`src/rtl/mux_defs.sv`:
```
`default_nettype none
// ============================================================================
//  Module   : mux_defs (package)
//  Purpose  : Shared definitions for the router output mux and its wormhole
//             arbiter: flit type codes, arbiter state encoding, default width.
//  Revision : 1.0 - initial release
// ============================================================================
package mux_defs;

  // Flit type codes carried in the top two bits of each flit
  localparam logic [1:0] TYPE_NONE = 2'b00;
  localparam logic [1:0] TYPE_HEAD = 2'b01;
  localparam logic [1:0] TYPE_DATA = 2'b10;
  localparam logic [1:0] TYPE_TAIL = 2'b11;

  // Arbiter states: idle, or locked onto input 0 / input 1
  typedef enum logic [1:0] {
    ST_IDLE  = 2'd0,
    ST_LOCK0 = 2'd1,
    ST_LOCK1 = 2'd2
  } state_t;

  // Default width of the one-hot mux select
  localparam int PORTS_DEF = 5;

  // Map an input index onto its lock state
  function automatic state_t lock_state(input logic idx);
    return idx ? ST_LOCK1 : ST_LOCK0;
  endfunction

endpackage
`default_nettype wire

```
`src/rtl/rr_pick2.sv`:
```
`default_nettype none
// ============================================================================
//  Module   : rr_pick2
//  Purpose  : Combinational two-requester round-robin picker. The requester
//             named by rr_i wins a tie; a lone requester always wins.
//  Revision : 1.0 - initial release
// ============================================================================
module rr_pick2 (
  input  logic [1:0] req_i,
  input  logic       rr_i,
  output logic [1:0] pick_o
);

  // Resolve a tie in favour of the priority holder, otherwise pass through
  always_comb begin
    pick_o = req_i;
    if (req_i == 2'b11) begin
      pick_o = rr_i ? 2'b10 : 2'b01;
    end
  end

endmodule
`default_nettype wire

```
`src/rtl/mux_arb.sv`:
```
`default_nettype none
// ============================================================================
//  Module   : mux_arb
//  Purpose  : Wormhole arbiter for the 2:1 router output mux. Locks the mux
//             onto one input from HEAD through TAIL, round-robin between
//             packets, drives the one-hot select and per-input grants.
//  Options  : MUX_ARB_TIMEOUT_EN - forced lock release after TIMEOUT stalls.
//  Revision : 1.0 - initial release
// ============================================================================
module mux_arb
  import mux_defs::*;
#(
  parameter int PORTS   = PORTS_DEF,
  parameter int TIMEOUT = 16
) (
  input  logic             clk,
  input  logic             rst,
  input  logic             ivalid_0,
  input  logic [1:0]       itype_0,
  input  logic             ivalid_1,
  input  logic [1:0]       itype_1,
  input  logic             ordy,
  output logic [PORTS-1:0] sel,
  output logic             grant_0,
  output logic             grant_1,
  output logic             err,
  output logic             tmo
);

  state_t           state_q, state_d;
  logic             rr_q, rr_d;
  logic [PORTS-1:0] sel_q, sel_d;
  logic             err_q, err_d;
  logic             first_q, first_d;

  logic             w_locked;
  logic             w_lk_idx;
  logic             w_oth;
  logic             w_lk_valid;
  logic [1:0]       w_lk_type;
  logic [1:0]       w_req;
  logic [1:0]       w_pick;
  logic             w_pick_rr;
  logic             w_xfer;

  assign w_locked   = (state_q == ST_LOCK0) || (state_q == ST_LOCK1);
  assign w_lk_idx   = (state_q == ST_LOCK1);
  assign w_oth      = ~w_lk_idx;
  assign w_lk_valid = w_lk_idx ? ivalid_1 : ivalid_0;
  assign w_lk_type  = w_lk_idx ? itype_1 : itype_0;
  assign w_req      = {ivalid_1 && (itype_1 == TYPE_HEAD),
                       ivalid_0 && (itype_0 == TYPE_HEAD)};

  // While locked, the picker sees the post-TAIL pointer (the other input)
  // so a waiting HEAD there is taken with no idle bubble.
  assign w_pick_rr = w_locked ? w_oth : rr_q;

  rr_pick2 u_pick (
    .req_i  (w_req),
    .rr_i   (w_pick_rr),
    .pick_o (w_pick)
  );

  // Grants depend only on registered state, valid and ordy (never on type)
  assign grant_0 = (state_q == ST_LOCK0) && ivalid_0 && ordy;
  assign grant_1 = (state_q == ST_LOCK1) && ivalid_1 && ordy;
  assign w_xfer  = grant_0 || grant_1;

`ifdef MUX_ARB_TIMEOUT_EN
  localparam int CW = (TIMEOUT > 2) ? $clog2(TIMEOUT) : 1;
  logic [CW-1:0] cnt_q, cnt_d;
  logic          tmo_q, tmo_d;
  logic          w_expire;
  assign w_expire = (cnt_q == CW'(TIMEOUT - 1));
  assign tmo      = tmo_q;
`else
  assign tmo = 1'b0;
`endif

  // Next-state, pointer, error and select computation
  always_comb begin
    state_d = state_q;
    rr_d    = rr_q;
    err_d   = err_q;
    first_d = first_q;
`ifdef MUX_ARB_TIMEOUT_EN
    tmo_d   = 1'b0;
    cnt_d   = cnt_q;
`endif
    case (state_q)
      ST_IDLE: begin
`ifdef MUX_ARB_TIMEOUT_EN
        cnt_d = '0;
`endif
        if (w_pick[0]) begin
          state_d = ST_LOCK0;
          first_d = 1'b1;
        end else if (w_pick[1]) begin
          state_d = ST_LOCK1;
          first_d = 1'b1;
        end
      end
      ST_LOCK0, ST_LOCK1: begin
        // A valid NONE flit on the locked input is a protocol error
        if (w_lk_valid && (w_lk_type == TYPE_NONE)) begin
          err_d = 1'b1;
        end
        if (w_xfer) begin
          first_d = 1'b0;
          // Only the opening transfer of a lock may carry a HEAD
          if ((w_lk_type == TYPE_HEAD) && !first_q) begin
            err_d = 1'b1;
          end
          if (w_lk_type == TYPE_TAIL) begin
            rr_d = w_oth;
            if (w_pick[w_oth]) begin
              state_d = lock_state(w_oth);
              first_d = 1'b1;
            end else begin
              state_d = ST_IDLE;
            end
          end
`ifdef MUX_ARB_TIMEOUT_EN
          cnt_d = '0;
        end else if (w_expire) begin
          state_d = ST_IDLE;
          tmo_d   = 1'b1;
          rr_d    = w_oth;
          cnt_d   = '0;
        end else begin
          cnt_d = cnt_q + 1'b1;
`endif
        end
      end
      default: state_d = ST_IDLE;
    endcase
    sel_d    = '0;
    sel_d[0] = (state_d == ST_LOCK0);
    sel_d[1] = (state_d == ST_LOCK1);
  end

  // State and registered outputs; reset returns to idle immediately
  always_ff @(posedge clk or posedge rst) begin
    if (rst) begin
      state_q <= ST_IDLE;
      rr_q    <= 1'b0;
      sel_q   <= '0;
      err_q   <= 1'b0;
      first_q <= 1'b0;
`ifdef MUX_ARB_TIMEOUT_EN
      tmo_q   <= 1'b0;
      cnt_q   <= '0;
`endif
    end else begin
      state_q <= state_d;
      rr_q    <= rr_d;
      sel_q   <= sel_d;
      err_q   <= err_d;
      first_q <= first_d;
`ifdef MUX_ARB_TIMEOUT_EN
      tmo_q   <= tmo_d;
      cnt_q   <= cnt_d;
`endif
    end
  end

  assign sel = sel_q;
  assign err = err_q;

endmodule
`default_nettype wire
```
`config.mk`:
```
export PLATFORM = sky130hd
export DESIGN_NAME = mux_arb
export DESIGN_NICKNAME = d
export VERILOG_FILES = /design/src/rtl/mux_defs.sv /design/src/rtl/rr_pick2.sv /design/src/rtl/mux_arb.sv
export SDC_FILE = /design/constraint.sdc
export NUM_CORES = 1
export LEC_CHECK = 0
export ABC_AREA = 1
export BUFFER_PORTS_ARGS = -buffer_cell sky130_fd_sc_hd__buf_2
export CAP_MARGIN = 20
export CORE_AREA = 2 2 39 41
export DETAILED_ROUTE_END_ITERATION = 16
export DIE_AREA = 0 0 41 43
export GPL_ROUTABILITY_DRIVEN = 0
export GPL_TIMING_DRIVEN = 1
export PLACE_DENSITY = 0.76
export RECOVER_POWER = 100
export SYNTH_ARGS = -nofsm -noshare
export SYNTH_HDL_FRONTEND = slang
export SYNTH_SLANG_ARGS = --single-unit
```
`constraint.sdc`:
```
create_clock -name clk -period 4.3 [get_ports clk]
set_input_delay 0.43 -clock clk [delete_from_list [all_inputs] [get_ports clk]]
set_output_delay 0.43 -clock clk [all_outputs]
set_load 0.02 [all_outputs]
```
# Word-level counts from Yosys, hierarchy flattened

Cells that the tools add are included.
W data, S select, Z words.

Magnitude comparators: 1
Eq/ne operators: 11
Muxes and demuxes: 23
Bitwise operators: 1
Reduce and logical (&&, ||, !) cells: 17

Operators with widths:

| operator             | number |
|---|---|
| $mux W2              | 9 |
| $mux W1              | 12 |
| $eq A2 B1 Y1 const B | 5 |
| $eq A2 B2 Y1 const B | 4 |
| $logic_and A1 B1 Y1  | 8 |
| $reduce_and A3 Y1    | 2 |
| $logic_not A2 Y1     | 2 |
| $pmux W2 S2          | 1 |
| $ne A3 B1 Y1 const B | 1 |
| $logic_or A1 B1 Y1   | 2 |
| $lt A1 B2 Y1 const B | 1 |
| $ne A2 B2 Y1 const B | 1 |
| $pmux W1 S2          | 1 |
| $reduce_bool A2 Y1   | 1 |
| $reduce_or A2 Y1     | 1 |
| $logic_not A1 Y1     | 1 |
| $not A1 Y1           | 1 |

Flip-flop bits (word level): 7
Bits of input ports: 9
Output and inout bits: 9
Logic and storage cells: 58

# Logic depth before layout (Yosys ltp)

Depth after elaboration: 12
Mapped depth: 13

# Modules after synthesis

From an unflattened synthesis, not the netlist that was laid out.

Cell total of the unflattened synthesis: 89
Area total of the unflattened synthesis: 599.3 µm²

By module, submodules not included:

| module   | times used | cells an instance | area an instance (µm²) | seq. area each (µm²) |
|---|---|---|---|---|
| mux_arb  | 1          | 84                | 578.1                  | 175.2 |
| rr_pick2 | 1          | 5                 | 21.3                   | 0.0 |

# Worst setup path before layout

Ideal clock, no wire load.

Path kind: flip-flop to flip-flop
Start point: register state_q[0]
End point: register sel_q[0], in the netlist sel[0]
Arrival: 1.493 ns
Required time: 4.231 ns
Path slack: 2.738 ns
Stages on the path, launching flop included: 13
Path buffers: 1
Clock period less this slack: 1.562 ns
Cell sequence: dfrtp_1 inv_1 ha_1 buf_6 o21ai_2 nand2_2 nand2_2 nand2_2 nand2_1 nand2_1 nand2_2 nand2_2 nor2_2

Cells in the longest elaborated chain, start to end: 12
Elaborated cells between the ends (all ways): 26

Ends and longest elaborated chain:

| element                                          | RTL line                     | source |
|---|---|---|
| start, declared                                  | mux_arb.sv:30                | `state_t state_q, state_d;` |
| start signal, assigned                           | mux_arb.sv:155               | `state_q <= state_d;` |
| $eq A2 B1 Y1 or $eq A2 B2 Y1 (tied branches)     | --                           |  |
| $logic_or A1 B1 Y1 or $not A1 Y1 (tied branches) | mux_arb.sv:46, mux_arb.sv:48 |  |
| $mux W1                                          | mux_arb.sv:56                | `assign w_pick_rr = w_locked ? w_oth : rr_q;` |
| $mux W2                                          | rr_pick2.sv:18               | `pick_o = rr_i ? 2'b10 : 2'b01;` |
| $mux W2                                          | rr_pick2.sv:17               | `if (req_i == 2'b11) begin` |
| $mux W1 (implied by the code) (2 in a row)       | mux_arb.sv:116               | `if (w_pick[w_oth]) begin` |
| $mux W2                                          | mux_arb.sv:116               |  |
| $mux W2                                          | mux_arb.sv:114               | `if (w_lk_type == TYPE_TAIL) begin` |
| $mux W2                                          | mux_arb.sv:108               | `if (w_xfer) begin` |
| $pmux W2 S2 (*)                                  | mux_arb.sv:90                | `case (state_q)` |
| $eq A2 B1 Y1 (*)                                 | mux_arb.sv:138               | `sel_d[0] = (state_d == ST_LOCK0);` |
| net sel_d[0]                                     | mux_arb.sv:32                | `logic [PORTS-1:0] sel_q, sel_d;` |
| end signal, assigned                             | mux_arb.sv:157               | `sel_q <= sel_d;` |
| end, declared                                    | mux_arb.sv:32                |  |

The timed path passes the listed nets; every way through them passes the cells marked *. The select of a mux whose other input is x is not followed.
A chain may end at the register's enable or synchronous reset.

# Worst setup path after layout

Start point: register state_q[0]
End point: output grant_1

Cells in the longest elaborated chain, start to end: 3

Ends and longest elaborated chain:

| element                          | RTL line      | source |
|---|---|---|
| $eq A2 B2 Y1                     | mux_arb.sv:66 | `assign grant_1 = (state_q == ST_LOCK1) && ivalid_1 && ordy;` |
| $logic_and A1 B1 Y1 (2 in a row) | mux_arb.sv:66 |  |
| end, declared                    | mux_arb.sv:25 | `output logic grant_1,` |

Every way passes these cells.

==> metrics.yaml <==
outcome:
  status: "finished, final reports clean"
detailed_routing:
  drcViolationCount: 0
  dr.pass1.iters: 4
  drtIter0Drc: 7
  ant_nets: 0
  drt-total-wl_mm: 1.28
  viasPerCell: 4.77
  routedWlPerCell_um: 10.2
  vias: 596
grt:
  grt.met2_usage_pct: 26.9
  antenna_found_initial: 0
  grt.total_usage_pct: 16.4
  grt.busiest_layer: "met2"
  grt_max_degree: 10
  grt-ovfl-total: 0
  use_met1_pct: 18.3
  first_global_vias: 499
  met3_usage_pct: 7.85
  grt_pass1_wl_mm: 1.90
pwr:
  leakage_nw: 0.409
  clkPwrFrac_pct: 14.5
  p_int_mw: 0.210
  ir_worst_vdd_uv: 239
  pwr-share-seq_pct: 26.8
  power_density_nw_per_um2: 577
  total_power_mw: 0.414
  power_switching_mw: 0.205
  p_comb_share_pct: 58.6
  p_sw_share_pct: 49.4
cells_and_area:
  num-fill-cells: 150
  layout.nets: 124
  fin_area_sq_um: 718
  drive_gt1_share_pct: 26.6
  syn_to_final_growth_pct: 8.92
  n_antenna_cell: 0
  finalNonFillerCells: 125
  final_util_pct: 51.9
worst_setup_path:
  cp.required_ps: 3870
  critPathMaxStageDelay_ps: 430
  r2r_cells: 12
  cpMaxStageDelayCell: "dfrtp_1"
  r2r_start: "state_q[0]$_DFF_PP0_"
  crit_path_start_kind: "flop"
  cp-end-kind: "primary output"
  timing.rr.end: "sel[0]$_DFF_PP0_"
  critPathKind: "reg -> out"
  r2r_slack_ps: 2420
  crit_chain: "inv_1 -> ha_1 -> nand3_1 -> inv_1 -> clkbuf_1"
  crit_arrival_ps: 1520
  cp_common_cell: "inv_1"
  worst-path-max-fanout: 5
clock_network:
  clockBufferDepth: 2
  path_clk_slew_ps: 60
  post-cts-setup-buffers: 0
  cts_buffers: 3
  cts_tree: "done"
  cts_root_buffer: "clkbuf_4"
  cts_resized: 0
  cts_sinks: 7
  clkLatencyLatePin_ps: 260
  htree_levels: 1
  postCtsHoldBufs: 0
yosys:
  yosysUniqueCellTypes: 19
  synth_area_leader_cell: "dfrtp_1"
  synthTopCellsByArea: "dfrtp_1 27%, nand2_1 17%, nand2_2 10%"
  async_flop_share_pct: 100
  synth_edf_count: 0
  ys_seq_elements: 7
  syn_avg_cell_area_sq_um: 7.01
  yosys-top-cells-count: "30 x nand2_1, 11 x nand2_2, 10 x inv_1"
  yosysWarningCount: 0
  yosysTopAreaCellShare_pct: 26.6
  ys_seq_area_share_pct: 26.6
  dominantRegCellSynth: "dfrtp_1"
  synth_cells: 94
  netlist_area_sq_um: 659
  yosys.cell_count.top_type: "nand2_1"
timing:
  hold_viol_final: 0
  worst_slack_ps: 2350
  fmax_mhz: 512
  clock_skew_ps: 6.86
  rsz0062_at_grt: "no"
  setup_viol: 0
  finalCritPeriodShare_pct: 45.4
  timing.hold.ws_ps: 97.2
  report.final.slew_viol_count: 0
  period_needed_ps: 1950
  fin_tns_setup_ps: 0
flow_run:
  maxCapViolations: 0
place:
  place_area_sq_um: 714
  io_buffers: 13
  dp_cells: 121
  dp_hpwl_mm: 1.05
  dp_slack_ps: 2470
worst_hold_path:
  hold_path_class: "in -> async"
die:
  fp.dieW_um: 41
  initial_core_util_pct: 47.6
  rows: 14
  ios: 18
  die_area_sq_um: 1760
  die_y_um: 43
  core-area_sq_um: 1380
## worst max-delay path by stage
stage,end,start,depth (start not counted)
global route,sel[0]$_DFF_PP0_,state_q[0]$_DFF_PP0_,12
detailed placement,sel[0]$_DFF_PP0_,state_q[0]$_DFF_PP0_,12
global placement,sel[0]$_DFF_PP0_,state_q[0]$_DFF_PP0_,12
finish,grant_1,state_q[0]$_DFF_PP0_,5
CTS,grant_1,state_q[0]$_DFF_PP0_,5
floorplan,sel[0]$_DFF_PP0_,state_q[0]$_DFF_PP0_,12
## layout by cell type (no fill, tap or decap), drive strengths merged
cell type and count:
nand2 41, inv 13, nand3 10, buf 8
clkbuf 8, dfrtp 7, nor2 6, ha 5
conb 4, o21ai 3, nand4 1, a31o 1
nand3b 1, clkinv 1
## worst max-delay path: cells and delay by family, from the launching register on
kind | cells | cell delay [ps]
AND/OR/NAND/NOR | 1 | 120
adder cells (fa/ha/maj) | 1 | 280
buffers and inverters | 3 | 430
flip-flops | 1 | 430
## layer usage
layer,up-vias,share of wire (%)
li1,311,-
met1,266,43
met2,19,52
met3,0,4.8
met4,0,0
met5,-,0
## power by group through the flow
stage	registers (mW)	logic, mW	clock network [mW]
2_1_floorplan	0.118	0.213	0
4_1_cts	0.111	0.260	0.0622
3_3_place_gp	0.111	0.251	0
3_5_place_dp	0.112	0.258	0
5_1_grt	0.114	0.278	0.0698
6_report	0.111	0.243	0.0603
## cell type report
type                       count  area [sq um]  area share [%]
tap                           16          20.0            2.79
sequential                     7           175            24.4
clock buffer                   3          22.5            3.14
multi-input combinational     72           388            54.0
inverter                      13          48.8            6.79
timing repair buffer          13          58.8            8.19
clock inverter                 1          5.00           0.697
## sequential cells by signal (all words and copies together), names as in the netlist
name / flops
first_q: 1
sel: 2
rr_q: 1
err: 1
state_q: 2
## cell families after synthesis
| kind of cell | share of synthesized area, % |
|---|---|
| other cells | 0.569 |
| fa+ha+maj | 9.49 |
| compound gates | 4.18 |
| flops | 26.6 |
| buf+inv | 13.7 |
| simple gates | 45.5 |
(Power assumes the default switching activity.)
